[src/rtl/digit_scan_driver.sv]
// Time-multiplexed driver for a 6-digit common-anode 7-segment display, with frame-aligned data commit.
// Optional build macro LEADING_ZERO_BLANK_EN: suppress leading zeros in d1..d5.
module digit_scan_driver #(
    parameter int DWELL = 50000
) (
    input  logic       clk,
    input  logic       reset,
    input  logic       load,
    input  logic [3:0] d1,
    input  logic [3:0] d2,
    input  logic [3:0] d3,
    input  logic [3:0] d4,
    input  logic [3:0] d5,
    input  logic [3:0] d6,
    output logic [5:0] an,
    output logic [6:0] seg,
    output logic       pending,
    output logic       frame_done
);
    localparam int CW = (DWELL > 1) ? $clog2(DWELL) : 1;
    localparam logic [CW-1:0] CNT_MAX = CW'(DWELL - 1);

    logic [CW-1:0] r_cnt;
    logic [2:0]    r_idx;
    logic [3:0]    r_shadow [6];
    logic [3:0]    r_buf    [6];
    logic          r_pending;
    logic          r_frame_done;
    logic [5:0]    r_an;
    logic [6:0]    r_seg;

    logic          w_wrap;
    logic          w_boundary;
    logic [3:0]    w_code;
    logic          w_blank;
    logic [5:0]    w_an_next;
    logic [6:0]    w_seg_next;
`ifdef LEADING_ZERO_BLANK_EN
    logic          w_lead;
`endif

    function automatic logic [6:0] decode(input logic [3:0] code);
        case (code)
            4'h0:    decode = 7'b1000000;
            4'h1:    decode = 7'b1111001;
            4'h2:    decode = 7'b0100100;
            4'h3:    decode = 7'b0110000;
            4'h4:    decode = 7'b0011001;
            4'h5:    decode = 7'b0010010;
            4'h6:    decode = 7'b0000010;
            4'h7:    decode = 7'b1111000;
            4'h8:    decode = 7'b0000000;
            4'h9:    decode = 7'b0010000;
            4'hA:    decode = 7'b0111111;
            4'hB:    decode = 7'b0000110;
            default: decode = 7'b1111111;
        endcase
    endfunction

    assign w_wrap     = (r_cnt == CNT_MAX);
    assign w_boundary = w_wrap && (r_idx == 3'd5);

    always_comb begin
        w_code    = 4'hF;
        w_blank   = 1'b0;
        w_an_next = 6'b111111;
        case (r_idx)
            3'd0: begin w_code = r_shadow[0]; w_an_next = 6'b011111; end
            3'd1: begin w_code = r_shadow[1]; w_an_next = 6'b101111; end
            3'd2: begin w_code = r_shadow[2]; w_an_next = 6'b110111; end
            3'd3: begin w_code = r_shadow[3]; w_an_next = 6'b111011; end
            3'd4: begin w_code = r_shadow[4]; w_an_next = 6'b111101; end
            3'd5: begin w_code = r_shadow[5]; w_an_next = 6'b111110; end
            default: begin w_code = 4'hF; w_an_next = 6'b111111; end
        endcase
`ifdef LEADING_ZERO_BLANK_EN
        // A zero is leading while everything left of it is zero, blank or '-'; d6 is excluded.
        w_lead = 1'b1;
        for (int k = 0; k < 5; k++) begin
            if (r_idx == 3'(k))
                w_blank = w_lead && (r_shadow[k] == 4'h0);
            w_lead = w_lead && ((r_shadow[k] == 4'h0) || (r_shadow[k] >= 4'hC) ||
                                (r_shadow[k] == 4'hA));
        end
`endif
        w_seg_next = w_blank ? 7'b1111111 : decode(w_code);
    end

    always_ff @(posedge clk or posedge reset) begin
        if (reset) begin
            r_cnt        <= '0;
            r_idx        <= 3'd0;
            r_shadow     <= '{default: 4'hF};
            r_buf        <= '{default: 4'hF};
            r_pending    <= 1'b0;
            r_frame_done <= 1'b0;
            r_an         <= 6'b111111;
            r_seg        <= 7'b1111111;
        end else begin
            r_cnt        <= w_wrap ? '0 : r_cnt + CW'(1);
            if (w_wrap)
                r_idx <= (r_idx == 3'd5) ? 3'd0 : r_idx + 3'd1;
            r_frame_done <= w_boundary;
            // Commit reads the old buffer, so a load on the boundary lands in the next frame.
            if (w_boundary && r_pending)
                r_shadow <= r_buf;
            if (load) begin
                r_buf     <= '{d1, d2, d3, d4, d5, d6};
                r_pending <= 1'b1;
            end else if (w_boundary) begin
                r_pending <= 1'b0;
            end
            r_an  <= w_an_next;
            r_seg <= w_seg_next;
        end
    end

    assign an         = r_an;
    assign seg        = r_seg;
    assign pending    = r_pending;
    assign frame_done = r_frame_done;

endmodule

[config.mk]
export PLATFORM = sky130hd
export DESIGN_NAME = digit_scan_driver
export DESIGN_NICKNAME = d
export VERILOG_FILES = /design/src/rtl/digit_scan_driver.sv
export SDC_FILE = /design/constraint.sdc
export NUM_CORES = 1
export LEC_CHECK = 0
export BUFFER_PORTS_ARGS = -buffer_cell sky130_fd_sc_hd__buf_2
export CORE_ASPECT_RATIO = 1.1
export CORE_UTILIZATION = 50
export DETAILED_ROUTE_END_ITERATION = 8
export HOLD_SLACK_MARGIN = 0.1
export PLACE_DENSITY = 0.7
export SLEW_MARGIN = 20
export SYNTH_ARGS = -nofsm -noshare
export SYNTH_HDL_FRONTEND = slang
export SYNTH_SLANG_ARGS = --single-unit
[constraint.sdc]
create_clock -name clk -period 3.6 [get_ports clk]
set_clock_uncertainty 0.05 [all_clocks]
set_input_delay 0.18 -clock clk [delete_from_list [all_inputs] [get_ports clk]]
set_output_delay 0.18 -clock clk [all_outputs]
set_load 0.02 [all_outputs]
==> flow_summary_export.csv, run 1 <==
group,metric,value,unit
status,violations,"DRC",
synth,yosys.area.top_type_share,42.9,%
pwr,p_per_area,402,nW/µm²
finish,area_delta_synth_final,19.3,%
floorplan,die_h,92.6,µm
synth,synthCells,277,
finish,utilization,62.5,%
synth,postSynth.asyncResetShare,100,%
status,status,"complete, but fails checks",
global_routing,grt_pass1_vias,2405,
finish,n_antenna_cell,0,
synth,synth_top_cells_by_area,"dfstp_2, dfrtp_1, mux2_2",
timing,slew_violations,0,
clocking,postCtsSetupRepairBufs,0,
critical_path,start_kind,"flop",
timing,fin_crit,2.73,ns
global_routing,grt_pass1_wl,11.2,mm
place,placed_area,3990,µm²
synth,yosys_most_used_dff,"dfstp_2",
routing,via_count,2269,
critical_path,cp-end-kind,"flop",
routing,drt_iter0_drc,103,
place,port_buffers,41,
synth,yosys.area.top_type,"dfstp_2",
routing,drt_pass1_iterations,6,
synth,syn_area,3730,µm²
timing,hold_violations,0,
routing,via_per_inst,5.20,
clocking,cts_hold_buffers,25,
place,hpwl,4.33,mm
global_routing,grt_overflow,0,
synth,ys_ff_latch,82,
timing,relSlewSlack,44.6,%
finish,stdcell_count,436,
clocking,path_clk_slew,0.08,ns
clocking,clock_path_buffers,2,
global_routing,antenna_found_initial,0,
timing,post-route-period-util,75.8,%
clocking,htree_levels,3,
synth,yosysSeqAreaShare,57.0,%
pwr,vdd_drop_max,0.000261,V
routing,drc,4,
critical_path,critical-path-top-delay-family,"simple AND/OR/NAND/NOR gates",
critical_path,cp_slowest_cell,"dfrtp_1",
floorplan,start_util,52.4,%
global_routing,grt_start_max_net_pins,53,
routing,routedWlPerCell,14.5,µm
timing,fin_tns_setup,0,ns
hold_path,hp-class,"in -> reg",
pwr,power,1.79,mW
synth,synth_nets,312,
critical_path,cp.arrival,2.96,ns
synth,synth_edf_count,0,
routing,wirelength,6.32,mm
global_routing,grtUsageTotal,18.9,%
timing,setup_viol,0,
place,placedCellCount,395,
synth,synth.avg_cell_area,13.5,µm²
critical_path,cp_slowest_stage_delay,0.57,ns
floorplan,core,7130,µm²
synth,synth.distinct_cells,41,
clocking,root_buffer,"clkbuf_8",
pwr,leakage,1.91,nW
clocking,cts_tree,"built",
critical_path,crit_path_cell_trace,"inv_1, nor2_1, ha_1, a22o_1, nor3_1, and2_1, inv_1, ha_1, mux2_2, a21oi_1",
synth,synth.most_common_cell,"dfstp_2",
finish,finalInstanceArea,4460,µm²
clocking,cts_sinks,82,
routing,ant_nets,0,
job,maxCapViolations,0,
floorplan,dieArea,7820,µm²
critical_path,worst-path-buf-inv,2,
synth,yosys_warnings,0,
timing,worstMarginPinSlew,0.829,ns
clocking,cts_resized,0,
timing,rsz0062_at_grt,"no",
critical_path,cp_data_required_time,3.83,ns
timing,fmax,366,MHz
finish,final_nets,381,
place,gp_congestion,0.886,
synth,synth_top_cells_by_count,"dfstp_2, mux2_2, dfrtp_1",
clocking,numCtsBuffers,9,
clocking,clk_latency,0.35,ns
critical_path,worstSetupPathType,"reg -> reg",
floorplan,die_w,84.4,µm
floorplan,top_level_ports,42,
floorplan,core.rowCount,32,
critical_path,worst-path-max-fanout,17,
finish,drive_above_1_share,50.4,%
## cell type report
type                    instances  area (µm²)
repair buffers                 70         485
multi-input cells             171        1470
clock inverters                 5        77.6
well taps                      85         106
clock buffers                  11         141
inverters                      12        46.3
flip-flops and latches         82        2130
fillers                       566        2670
## through the flow
step	hold WS (ns)	setup WS (ns)
after floorplan	0.282	1.16
after CTS	0.334	0.891
after detailed placement	0.366	0.933
after global routing	0.349	0.653
final	0.337	0.871
after global placement	0.361	1.12
## sequential cells by signal, summed over array words and instances (netlist names)
name / count
r_cnt: 16
seg: 7
r_shadow: 24
r_buf: 24
r_idx: 3
pending: 1
frame_done: 1
an: 6
## worst reg2reg max path: stages (launching register included)
cell and delay (ns):
dfrtp_1 0.57, inv_1 0.21, nor2_1 0.09, ha_1 0.23, a22o_1 0.24, nor3_1 0.34
and2_1 0.22, inv_1 0.07, ha_1 0.22, mux2_2 0.26, a21oi_1 0.17
## placed cells by master, fill, tap and decap left out, types with 3 or more instances in the layout
cell,synthesis,routed
a21oi_1,7,7
and3b_1,3,3
buf_2,4,41
buf_4,0,4
clkbuf_8,0,10
clkinv_2,0,3
dfrtp_1,21,21
dfstp_2,61,61
dlygate4sd3_1,0,25
ha_1,8,8
inv_1,12,11
mux2_2,33,33
mux2_4,20,20
mux2i_1,5,5
nand2_1,12,12
nand3_1,7,7
nand4_1,4,4
nor2_1,18,18
nor2b_1,4,4
nor3_1,6,6
o21ai_0,3,3
xnor2_1,9,9
xor2_1,6,6
## cell families after synthesis
logic type / synth area share [%]
and+or+nand+nor: 9.72
xor gates and xnor gates: 3.52
adders and majority gates: 2.68
muxes: 19.3
AOI/OAI and AO/OA: 4.12
DFF: 57.0
buffers and inverters: 3.62
## per-layer routing
layer / GRT usage (%) / wire length [µm] / up-vias / part of all wire, %
met5: 0 / 0 / - / 0
met3: 5.17 / 234 / 11 / 3.7
li1: - / - / 1102 / -
met2: 31.2 / 3120 / 39 / 49
met1: 23.0 / 2830 / 1117 / 45
met4: 9.32 / 125 / 0 / 2.0
## power by group
group / internal, mW / switching, mW
registers: 0.970 / 0.0136
clock network: 0.407 / 0.311
logic: 0.0536 / 0.0352
total: 1.43 / 0.360
## final timing paths
check | depth (start not counted) | from | slack [ns] | endpoint
setup / recovery | 10 | r_idx[0] | 0.87 | seg[4]
hold / removal | 2 | load | 0.34 | pending
setup reg to reg | 10 | r_idx[0] | 0.87 | seg[4]
hold reg to reg | 1 | r_cnt[0] | 0.45 | r_cnt[0]
max in group asynchronous | 4 | reset | 2.26 | r_shadow[5]
min in group asynchronous | 3 | reset | 0.46 | r_cnt[10]
(Power assumes the default switching activity.)
==> run 2, diff against run 1 <==
--- a/config.mk
+++ b/config.mk
@@ -5,12 +5,13 @@
 export SDC_FILE = /design/constraint.sdc
 export NUM_CORES = 1
 export LEC_CHECK = 0
+export ABC_AREA = 1
 export BUFFER_PORTS_ARGS = -buffer_cell sky130_fd_sc_hd__buf_2
 export CORE_ASPECT_RATIO = 1.1
 export CORE_UTILIZATION = 50
 export DETAILED_ROUTE_END_ITERATION = 8
 export HOLD_SLACK_MARGIN = 0.1
-export PLACE_DENSITY = 0.7
+export PLACE_DENSITY = 0.72
 export SLEW_MARGIN = 20
 export SYNTH_ARGS = -nofsm -noshare
 export SYNTH_HDL_FRONTEND = slang
==> constraint.sdc (replaced) <==
create_clock -name clk -period 2.21 [get_ports clk]
set_clock_uncertainty 0.05 [all_clocks]
set_input_delay 0.1105 -clock clk [delete_from_list [all_inputs] [get_ports clk]]
set_output_delay 0.1105 -clock clk [all_outputs]
set_load 0.02 [all_outputs]
==> run 2 against run 1 <==
The run now ends clean. Combinational power grew 79%. Clock-buffer cell count rose by 1. First-iteration DRC count up 35%. Sequential share of layout area decreased by 3.5 points. Utilization grew 1.8 points. Worst setup slack got worse by 0.67 ns. Via count rose by 39%. Critical path depth increased by 2. Largest cell class unchanged. Highest routed layer unchanged.
==> flow_summary_export.csv, run 2 <==
group,metric,value,unit
global_routing,grtUsageTotal,21.5,%
timing,fmax,497,MHz
floorplan,die_w,86.0,µm
place,hpwl,5.34,mm
timing,post-route-period-util,91.1,%
synth,synth_compound_area_share,2.48,%
synth,yosys.area.top_type_share,41.3,%
timing,hold_violations,0,
timing,whs,0.104,ns
place,placedCellCount,606,
critical_path,worstSetupPathType,"reg -> reg",
finish,drive_above_1_share,27.0,%
place,gp_congestion,0.929,
critical_path,worst-path-max-fanout,8,
routing,wirelength,7.87,mm
routing,drt-met1-wl,3.59,mm
hold_path,hp-class,"in -> reg",
finish,stdcell_count,661,
clocking,numCtsBuffers,9,
floorplan,top_level_ports,42,
pwr,p_per_area,595,nW/µm²
synth,yosys_warnings,0,
routing,top_layer,"met4",
clocking,path_clk_slew,0.08,ns
timing,relSlewSlack,71.7,%
pwr,p_int,2.24,mW
status,status,"finished clean",
synth,synth_top_cells_by_area,"dfstp_2, nand2_1, dfrtp_1",
synth,muxShareOfSynthArea,0,%
pwr,vdd_drop_max,0.000324,V
critical_path,cp_slowest_stage_delay,0.41,ns
clocking,cts_tree,"built",
global_routing,antenna_found_initial,0,
synth,yosysSeqAreaShare,54.9,%
global_routing,grt_pass1_vias,3010,
place,placed_area,4190,µm²
critical_path,cpMostUsedCell,"nand2_1",
clocking,htree_levels,3,
routing,met2_length,3.83,mm
pwr,seqPwrFrac,55.6,%
critical_path,start_kind,"flop",
timing,setup_viol,0,
timing,fin_tns_setup,0,ns
floorplan,core,7470,µm²
global_routing,grt_pass1_wl,13.4,mm
synth,yosys_most_used_dff,"dfstp_2",
routing,drt_pass1_iterations,4,
floorplan,dieArea,8110,µm²
synth,synth_adder_area_share,2.58,%
place,post-place-ws,0.0879,ns
synth,syn_area,3880,µm²
synth,synthCells,465,
pwr,combPwrFrac,5.6,%
place,port_buffers,41,
pwr,power_frac_clock,38.8,%
routing,via_per_inst,4.75,
clocking,cts_sinks,82,
timing,fin_crit,2.01,ns
synth,synth.distinct_cells,32,
synth,synth.most_common_cell,"nand2_1",
routing,met3WireLength,264,µm
critical_path,crit_path_cell_trace,"buf_4, nor2_4, nand3_1, o21ai_0, nor2_1, nand2_1, inv_1, nand2_1, inv_1, ha_1, o21ai_1, nand2_1",
finish,final_nets,586,
timing,setup_ws,0.197,ns
critical_path,critical-path-top-delay-family,"simple AND/OR/NAND/NOR gates",
timing,slew_violations,0,
finish,n_antenna_cell,0,
synth,postSynth.asyncResetShare,100,%
routing,ant_nets,0,
synth,yosys.area_share.simple,32.7,%
synth,synth_top_cells_by_count,"nand2_1, dfstp_2, inv_1",
synth,synth_top_family_by_area,"simple AND/OR/NAND/NOR gates",
clocking,root_buffer,"clkbuf_8",
floorplan,die_h,94.4,µm
pwr,p_sw,0.618,mW
global_routing,grt_overflow,0,
routing,routedWlPerCell,11.9,µm
finish,final_common_cell,"nand2_1",
floorplan,start_util,51.9,%
synth,synth_edf_count,0,
synth,ys_ff_latch,82,
finish,finalInstanceArea,4810,µm²
clocking,clock_path_buffers,2,
job,maxCapViolations,0,
synth,yosys.area.top_type,"dfstp_2",
global_routing,grt_start_max_net_pins,83,
synth,synthXorXnorAreaFrac,0.904,%
synth,synth_nets,500,
critical_path,cp_slowest_cell,"dfrtp_1",
timing,worstMarginPinSlew,0.424,ns
clocking,clk_latency,0.35,ns
finish,reg_top3,"r_buf (24), r_shadow (24), r_cnt (16)",
routing,drc,0,
routing,via_count,3143,
finish,area_delta_synth_final,24.0,%
finish,n_fill_cell,627,
critical_path,cp.arrival,2.25,ns
finish,layout_common_cells,"nand2_1, dfstp_2, buf_2, dlygate4sd3_1, inv_1",
pwr,leakage,2.48,nW
routing,drt_iter0_drc,139,
pwr,sw_frac_of_total,21.6,%
critical_path,cp-end-kind,"flop",
synth,synth.avg_cell_area,8.34,µm²
floorplan,core.rowCount,33,
critical_path,worst-path-buf-inv,3,
critical_path,cp_data_required_time,2.44,ns
## run 2: cell types whose count changed after synthesis, sizes merged, moves of 4 or more
cell,previous run,this run
nand2,12,219
mux2,53,0
inv,12,44
nor2,18,37
nand3,7,25
o21ai,3,12
xnor2,9,0
a21oi,7,1
mux2i,5,0
nand4,4,8
nor2b,4,0
## run 2: power by group through the flow
| stage | combinational [mW] | clock [mW] | sequential [mW] |
|---|---|---|---|
| 5_1_grt | 0.181 | 1.20 | 1.60 |
| 6_report | 0.159 | 1.11 | 1.59 |
| 3_3_place_gp | 0.105 | 0 | 1.62 |
| 4_1_cts | 0.160 | 1.12 | 1.59 |
| 2_1_floorplan | 0.0674 | 0 | 1.61 |
| 3_5_place_dp | 0.108 | 0 | 1.62 |
## run 2: cell families after synthesis
family | Yosys count
compound gates | 17
xor+xnor | 4
fa+ha+maj | 8
buf+inv | 56
flops | 82
simple gates | 298
## run 2: worst min-delay path, stage by stage
cell	delay, ns
buf_2	0.24
nand2_1	0.11
nand2_1	0.05
## run 2: layer usage
layer	global-route usage, %	up-vias
met5	0	-
met2	36.0	55
met1	26.7	1472
met4	9.58	0
met3	5.07	14
li1	-	1602
## run 2: area by class of cell
cell class	count	area [µm²]	area share [%]
repair buffers	87	661	13.7
inverters	44	170	3.54
flip-flops and latches	82	2130	44.3
multi-input cells	327	1510	31.5
clock buffers	12	156	3.25
clock inverters	4	48.8	1.01
well taps	105	131	2.73
## run 2: worst paths after layout
path / start / endpoint / slack (ns) / cells after the start
hold reg to reg: r_buf[9] / r_shadow[9] / 0.41 / 2
setup / recovery: r_idx[0] / seg[4] / 0.20 / 12
max in group asynchronous: reset / seg[0] / 1.42 / 4
setup reg to reg: r_idx[0] / seg[4] / 0.20 / 12
hold / removal: load / r_buf[18] / 0.10 / 3
min in group asynchronous: reset / r_cnt[0] / 0.32 / 4
## run 2: metrics by stage
stage	total power, mW	utilization (%)
global route	2.98	64.4
detailed placement	1.72	56.1
floorplan	1.68	-
global placement	1.72	56.1
CTS	2.88	64.1
finish	2.86	64.4
## run 2: repair_timing
action / CTS / global route
buffers inserted: 0 / 0
hold buffers: 39 / 0
resized for setup: 0 / 8
hold endpoints to repair: 45 / 0
endpoints found under the setup margin: 0 / 6
